File: src/rtl/my_divider_if.sv
// Start/done handshake and operand/result bus between the ALU control and my_divider.
interface my_divider_if #(
  parameter int unsigned WIDTH = 32
);
  logic             start;
  logic [WIDTH-1:0] dividend;
  logic [WIDTH-1:0] divisor;
  logic             busy;
  logic             done;
  logic [WIDTH-1:0] quotient;
  logic [WIDTH-1:0] remainder;
  logic             div_by_zero;

  modport master (
    output start, dividend, divisor,
    input  busy, done, quotient, remainder, div_by_zero
  );

  modport slave (
    input  start, dividend, divisor,
    output busy, done, quotient, remainder, div_by_zero
  );
endinterface

File: src/rtl/my_divider.sv
// Sequential unsigned restoring divider: one trial subtraction per clock, WIDTH steps per division.
// A zero divisor short-circuits to DONE with all-ones quotient and the dividend as remainder.
module my_divider #(
  parameter int unsigned WIDTH = 32
) (
  input  logic        clk,
  input  logic        rst_n,
  my_divider_if.slave bus
);
  localparam int unsigned CW = $clog2(WIDTH) + 1;

  typedef enum logic [1:0] {IDLE, RUN, DONE} state_t;

  state_t           r_state, w_next;
  logic [WIDTH-1:0] r_div, r_rem, r_q;
  logic [WIDTH-1:0] r_quot, r_remd;
  logic [CW-1:0]    r_cnt;
  logic             r_dbz;

  logic [WIDTH:0]   w_s;
  logic [WIDTH-1:0] w_t;
  logic             w_borrow, w_carry;
  logic [WIDTH-1:0] w_rem_nx, w_q_nx;
  logic             w_accept, w_zero, w_last;

  assign w_s = {r_rem, r_q[WIDTH-1]};
  // S's MSB set means S >= 2^WIDTH > divisor, so the low-WIDTH difference is exact
  // and the WIDTH+1-bit compare reduces to MSB | no-borrow.
  assign {w_borrow, w_t} = {1'b0, w_s[WIDTH-1:0]} - {1'b0, r_div};
  assign w_carry  = w_s[WIDTH] | ~w_borrow;
  assign w_rem_nx = w_carry ? w_t : w_s[WIDTH-1:0];
  assign w_q_nx   = {r_q[WIDTH-2:0], w_carry};

  assign w_accept = bus.start && (r_state != RUN);
  assign w_zero   = (bus.divisor == '0);
  assign w_last   = (r_cnt == CW'(1));

  always_comb begin
    w_next = r_state;
    case (r_state)
      IDLE, DONE: begin
        if (w_accept) w_next = w_zero ? DONE : RUN;
        else          w_next = IDLE;
      end
      RUN:     if (w_last) w_next = DONE;
      default: w_next = IDLE;
    endcase
  end

  always_ff @(posedge clk or negedge rst_n) begin
    if (!rst_n) r_state <= IDLE;
    else        r_state <= w_next;
  end

  always_ff @(posedge clk or negedge rst_n) begin
    if (!rst_n) begin
      r_div  <= '0;
      r_rem  <= '0;
      r_q    <= '0;
      r_cnt  <= '0;
      r_quot <= '0;
      r_remd <= '0;
      r_dbz  <= 1'b0;
    end else if (w_accept) begin
      if (w_zero) begin
        r_quot <= '1;
        r_remd <= bus.dividend;
        r_dbz  <= 1'b1;
      end else begin
        r_div <= bus.divisor;
        r_rem <= '0;
        r_q   <= bus.dividend;
        r_cnt <= CW'(WIDTH);
        r_dbz <= 1'b0;
      end
    end else if (r_state == RUN) begin
      r_rem <= w_rem_nx;
      r_q   <= w_q_nx;
      r_cnt <= r_cnt - CW'(1);
      if (w_last) begin
        r_quot <= w_q_nx;
        r_remd <= w_rem_nx;
      end
    end
  end

  assign bus.busy        = (r_state == RUN);
  assign bus.done        = (r_state == DONE);
  assign bus.quotient    = r_quot;
  assign bus.remainder   = r_remd;
  assign bus.div_by_zero = r_dbz;
endmodule
File: src/flat_wrapper.sv
// flat-port wrapper written by rule: the top's interface ports become plain ports
module my_divider_flat 
#(
  parameter int unsigned WIDTH = 32
)
  (clk, rst_n, bus_start, bus_dividend, bus_divisor, bus_busy, bus_done, bus_quotient, bus_remainder, bus_div_by_zero);
  my_divider_if #(.WIDTH(WIDTH)) bus_i ();
  input  logic clk;
  input  logic rst_n;
  input wire logic [$bits(bus_i.start)-1:0] bus_start;
  input wire logic [$bits(bus_i.dividend)-1:0] bus_dividend;
  input wire logic [$bits(bus_i.divisor)-1:0] bus_divisor;
  output wire logic [$bits(bus_i.busy)-1:0] bus_busy;
  output wire logic [$bits(bus_i.done)-1:0] bus_done;
  output wire logic [$bits(bus_i.quotient)-1:0] bus_quotient;
  output wire logic [$bits(bus_i.remainder)-1:0] bus_remainder;
  output wire logic [$bits(bus_i.div_by_zero)-1:0] bus_div_by_zero;
  assign bus_i.start = bus_start;
  assign bus_i.dividend = bus_dividend;
  assign bus_i.divisor = bus_divisor;
  assign bus_busy = bus_i.busy;
  assign bus_done = bus_i.done;
  assign bus_quotient = bus_i.quotient;
  assign bus_remainder = bus_i.remainder;
  assign bus_div_by_zero = bus_i.div_by_zero;
  my_divider #(.WIDTH(WIDTH)) u_core (.clk(clk), .rst_n(rst_n), .bus(bus_i));
endmodule
File: config.mk
export PLATFORM = sky130hd
export DESIGN_NAME = my_divider_flat
export DESIGN_NICKNAME = d
export VERILOG_FILES = /design/src/rtl/my_divider_if.sv /design/src/rtl/my_divider.sv /design/src/flat_wrapper.sv
export SDC_FILE = /design/constraint.sdc
export NUM_CORES = 1
export LEC_CHECK = 0
export CORE_MARGIN = 5
export CORE_UTILIZATION = 55
export DETAILED_ROUTE_END_ITERATION = 8
export GPL_ROUTABILITY_DRIVEN = 0
export HOLD_SLACK_MARGIN = 0.03
export MAX_ROUTING_LAYER = met4
export PLACE_DENSITY = 0.81
export SYNTH_ARGS = -nofsm -noshare
export SYNTH_HDL_FRONTEND = slang
export SYNTH_SLANG_ARGS = --single-unit
File: constraint.sdc
create_clock -name clk -period 2.96 [get_ports clk]
set_input_delay 0.444 -clock clk [delete_from_list [all_inputs] [get_ports clk]]
set_output_delay 0.444 -clock clk [all_outputs]
set_load 0.02 [all_outputs]
# Word level (Yosys, flattened, before mapping)
# Index checks and enable logic that the tools add are counted.
totals:
  regBits: 169
  inputBits: 67
  output_inout_bits: 67
  elab_cells: 52
classes:
  add_sub_neg: 2
  eq_ne: 7
  n_mux: 23
  n_bitwise: 3
  reduce_logical: 9
op_table:
  columns: ["op", "n"]
  rows:
  - ["$mux 32", 15]
  - ["$sub 32x32->33", 1]
  - ["$logic_not 32->1", 1]
  - ["$mux 6", 3]
  - ["$eq 6x1->1 const B", 1]
  - ["$mux 2", 3]
  - ["$sub 6x1->6 const B", 1]
  - ["$ne 2x1->1 const B", 2]
  - ["$ne 2x2->1 const B", 2]
  - ["$pmux 2 s2", 1]
  - ["$reduce_and 2->1", 2]
  - ["$reduce_bool 2->1", 2]
  - ["$reduce_and 3->1", 1]
  - ["$eq 2x1->1 const B", 1]
  - ["$eq 2x2->1 const B", 1]
  - ["$logic_not 2->1", 1]
  - ["$not 1->1", 2]
  - ["$reduce_or 2->1", 1]
  - ["$logic_and 1x1->1", 1]
  - ["$mux 1", 1]
  - ["$or 1x1->1", 1]

# Logic depth before layout (Yosys ltp)
depth:
  ltp_word: 7
  mapped_depth: 14
  depth_no_buf: 12

# Worst setup path before layout
# Ideal clock, no wire load.
synth_path:
  path_kind: "reg-to-reg"
  from: "reg u_core.r_q[31]"
  to: "reg u_core.r_remd[27] (netlist: u_core.bus.remainder[27])"
  setup_time_ns: 0.134
  t_arrival_ns: 2.526
  required_ns: 2.826
  slack_ns: 0.300
  stages_incl_launch_ff: 14
  n_path_buf: 2
  period_less_slack_ns: 2.660
  path_cell_list: "dfrtp_1 -> inv_1 -> ha_1 -> fa_1 -> nand2b_1 -> a21oi_1 -> a31oi_1 -> o211ai_2 -> o21ai_2 -> a32oi_2 -> buf_6 -> buf_6 -> mux2i_1 -> o22ai_1"
synth_between:
  elab_chain_cells: 7
synth_lines:
  columns: ["item", "line_no", "text"]
  rows:
  - ["start: declaration", "my_divider.sv:15", "logic [WIDTH-1:0] r_div, r_rem, r_q;"]
  - ["start signal: assignment", "my_divider.sv:72", "r_q <= bus.dividend;"]
  - ["start signal: assignment", "my_divider.sv:78", "r_q <= w_q_nx;"]
  - ["$sub 32x32->33 (*)", "my_divider.sv:29", "assign {w_borrow, w_t} = {1'b0, w_s[WIDTH-1:0]} - {1'b0, r_div};"]
  - ["$not 1->1", "my_divider.sv:30", "assign w_carry = w_s[WIDTH] | ~w_borrow;"]
  - ["$or 1x1->1", "my_divider.sv:30", null]
  - ["$mux 32 (*)", "my_divider.sv:31", "assign w_rem_nx = w_carry ? w_t : w_s[WIDTH-1:0];"]
  - ["$mux 32 (*)", "my_divider.sv:80", "if (w_last) begin"]
  - ["$mux 32 (*)", "my_divider.sv:76", "end else if (r_state == RUN) begin"]
  - ["$mux 32 (*)", "my_divider.sv:64", "end else if (w_accept) begin"]
  - ["end signal: assignment", "my_divider.sv:67", "r_remd <= bus.dividend;"]
  - ["end signal: assignment", "my_divider.sv:82", "r_remd <= w_rem_nx;"]
  - ["end: declaration", "my_divider.sv:16", "logic [WIDTH-1:0] r_quot, r_remd;"]
# Every way passes the cells marked *; elsewhere a longest branch is shown, timed or not. The select of a mux whose other input is x is not followed.
# A chain may end at the register's enable or synchronous reset.

# Worst setup path after layout
layout_path:
  from: "reg u_core.r_rem[16]"
  to: "reg u_core.r_remd[13] (netlist: u_core.bus.remainder[13])"
layout_between:
  elab_chain_cells: 7
layout_lines:
  columns: ["item", "line_no", "text"]
  rows:
  - ["start: declaration", "my_divider.sv:15", null]
  - ["start signal: assignment", "my_divider.sv:77", "r_rem <= w_rem_nx;"]
  - ["$sub 32x32->33", "my_divider.sv:29", null]
  - ["$not 1->1", "my_divider.sv:30", null]
  - ["$or 1x1->1", "my_divider.sv:30", null]
  - ["$mux 32", "my_divider.sv:31", null]
  - ["$mux 32", "my_divider.sv:80", null]
  - ["$mux 32", "my_divider.sv:76", null]
  - ["$mux 32", "my_divider.sv:64", null]
# No other way between the ends. The select of a mux whose other input is x is not followed.

==> run_results.csv <==
group,metric,value,unit
run_status,status,"finished, violations left",
run_status,failed_checks,"setup timing",
cells_and_area,final_cell_mix,"218 x nand2_1, 169 x dfrtp_1, 132 x clkdlybuf4s50_1",
routing,final_antenna_net_count,0,
sta,rsz0062_at_grt,"true",
yosys,synth_edf_count,0,
yosys,ys_ff_latch,169,
setup_path,start_kind,"flip-flop",
global_routing,overflow,0,
global_routing,grt_usage,27.30,%
sta,final_hold_viol_count,0,
clocking,clkTransAtPathRegs,0.07,ns
setup_path,crit_required,3.30,ns
setup_path,setup.worst_path.end_class,"flip-flop",
routing,wl_per_cell,19.36,µm
yosys,ys_types,58,
global_routing,antenna_found_initial,0,
clocking,clock-sinks,169,
yosys,yosysSeqAreaShare,46.74,%
yosys,yosys.area.top_type,"dfrtp_1",
cells_and_area,n_antenna_cell,0,
clocking,tritoncts,"built",
yosys,async_reset_ff_share,100.0,%
sta,fmax,324.0,MHz
setup_path,crit_arrival,3.43,ns
clocking,numCtsBuffers,17,
sta,setup_ws,-0.1265,ns
clocking,clockBufferDepth,2,
yosys,ys.flop_type,"dfrtp_1",
floorplan,rows,46,
floorplan,fp.dieW,138.3,µm
clocking,clk-insertion-delay-late,0.43,ns
global_routing,grt_pass1_wl,41.67,mm
routing,drtIter0Drc,1032,
clocking,cts_root_buf,"clkbuf_16",
cells_and_area,syn_to_final_growth,31.60,%
sta,maxSlewViolCount,0,
sta,maxSlewHeadroom,27.25,%
floorplan,ios,134,
clocking,cts_htree_levels,4,
setup_path,crit_path_max_fanout,6,
floorplan,fp.dieH,138.3,µm
worst_hold_path,worstHoldPathType,"reg -> reg",
routing,vias,8560,
global_routing,first_global_vias,7956,
routing,firstDrtPassIters,6,
cells_and_area,layout_commonest_cell,"nand2_1",
yosys,netlist.area_leader.share,46.74,%
routing,drc,0,
yosys,synthCells,1035,
place,pre_cts_slack,-0.1354,ns
yosys,yosysWarnings,0,
sta,fin_crit,3.086,ns
floorplan,die-area,19120,µm²
routing,via_per_inst,6.097,
yosys,syn-cell-area,9049,µm²
yosys,synthesis.area_per_instance,8.743,µm²
sta,clock_skew,0.009148,ns
place,dp_hpwl,17.41,mm
sta,worst_pin_slew,1.089,ns
sta,period_share,104.3,%
run,cap_violations,0,
sta,setup_viol,51,
yosys,syn_nets,1137,
cells_and_area,drive_above_1_share,11.36,%
floorplan,core,16000,µm²
cells_and_area,nets,1277,
global_routing,grt_max_degree,71,
setup_path,critical_path_class,"reg -> reg",
cells_and_area,fillers,1150,
yosys,yosys-top-cells-area,"dfrtp_1 47%, nand2_1 9.2%, o21ai_0 5.3%",
place,port_buffers,133,
routing,routed_wl,27.18,mm
floorplan,start_util,56.55,%
## area by class of cell
type	count	area [µm²]	share of cell area [%]
clock buffers	17	425.4	3.573
clock inverters	15	185.2	1.555
inverters	40	150.1	1.261
multi-input cells	766	4742	39.82
flip-flops and latches	169	4229	35.52
well taps	216	270.3	2.270
repair buffers	181	1906	16.00
## worst max-delay path: stages, from the launching register on
cell and delay (ns):
dfrtp_1 0.43, ha_1 0.40, nand2_1 0.15, nor4_4 0.34
nand4_1 0.15, o211ai_2 0.28, o21ai_2 0.14, a32oi_4 0.24
buf_12 0.17, buf_8 0.13, buf_16 0.14, a31oi_2 0.15
a31oi_1 0.27
## layer usage
metal / share of wire [%] / GRT usage [%] / up-vias
li1: - / - / 3872
met1: 42 / 37.54 / 4072
met2: 46 / 41.91 / 524
met3: 8.8 / 4.655 / 92
met4: 3.4 / 8.320 / 0
met5: 0 / - / -
## path summary, 6_finish.rpt
kind | start | endpoint | slack, ns | cells past startpoint
setup / recovery | u_core.r_rem[16]$_DFFE_PN0P_ | u_core.bus.remainder[13]$_DFFE_PN0P_ | -0.13 | 12
hold / removal | u_core.bus.div_by_zero$_DFFE_PN0P_ | u_core.bus.div_by_zero$_DFFE_PN0P_ | 0.48 | 2
setup reg to reg | u_core.r_rem[16]$_DFFE_PN0P_ | u_core.bus.remainder[13]$_DFFE_PN0P_ | -0.13 | 12
hold reg to reg | u_core.bus.div_by_zero$_DFFE_PN0P_ | u_core.bus.div_by_zero$_DFFE_PN0P_ | 0.48 | 2
max in group asynchronous | rst_n | u_core.r_div[4]$_DFFE_PN0P_ | 1.64 | 3
min in group asynchronous | rst_n | u_core.r_div[3]$_DFFE_PN0P_ | 0.53 | 2
## Yosys cell counts, types with 3 or more instances
cell,n
nand2_1,221
dfrtp_1,169
o21ai_0,96
a21oi_1,68
nor2_1,58
nand3_1,47
clkbuf_1,42
inv_1,40
ha_1,34
mux2i_1,33
a31oi_1,30
a21o_1,26
o21ai_1,20
xnor2_1,18
or3_1,13
xor2_1,13
buf_2,10
nor4_1,10
o211ai_1,6
nand2b_1,5
nor2b_1,5
o21a_1,5
o22ai_1,5
and2_1,4
buf_6,4
nand3b_1,4
o31ai_1,4
a211oi_1,3
and3_1,3
nand4_1,3
nor3_1,3
o2111ai_1,3
## logic make-up (layout without fill, tap and decap cells)
family	count (synthesis)	after routing	synth area share (%)
simple gates	383	383	18.39
mux	34	34	3.775
buf+inv	100	253	4.674
compound gates	283	283	18.50
flops	169	169	46.74
xor+xnor	31	31	3.001
fa+ha+maj	35	35	4.923
## per-stage QoR
step / hold slack, ns / TNS (ns) / area (µm²) / util [%] / instances
2_1_floorplan: 0.1484 / 0 / 9049 / - / 1035
3_3_place_gp: 0.4419 / -0.09547 / 10740 / 67.10 / 1357
3_5_place_dp: 0.4451 / -0.6802 / 10740 / 67.10 / 1357
4_1_cts: 0.4817 / 0 / 11620 / 72.61 / 1397
5_1_grt: 0.4950 / -8.607 / 11910 / 74.42 / 1404
6_report: 0.4818 / -3.263 / 11910 / 74.42 / 1404
## registers in the layout, summed over array words and instances (netlist names)
register                count
u_core.bus.div_by_zero      1
u_core.bus.quotient        32
u_core.bus.remainder       32
u_core.r_cnt                6
u_core.r_div               32
u_core.r_q                 32
u_core.r_rem               32
u_core.r_state              2
## what timing repair did
| action | CTS | global route |
|---|---|---|
| resized for setup | 24 | 53 |
| setup endpoints to repair | 40 | 64 |
| pin swaps | 4 | 23 |
| gates cloned | 3 | 3 |
| buffers inserted | 4 | 5 |
| hold endpoints to repair | 54 | 0 |
| hold buffers | 1 | 0 |
Power is not shown: default switching activity piles up to over one toggle a cycle in this logic, so the estimate is an artifact.
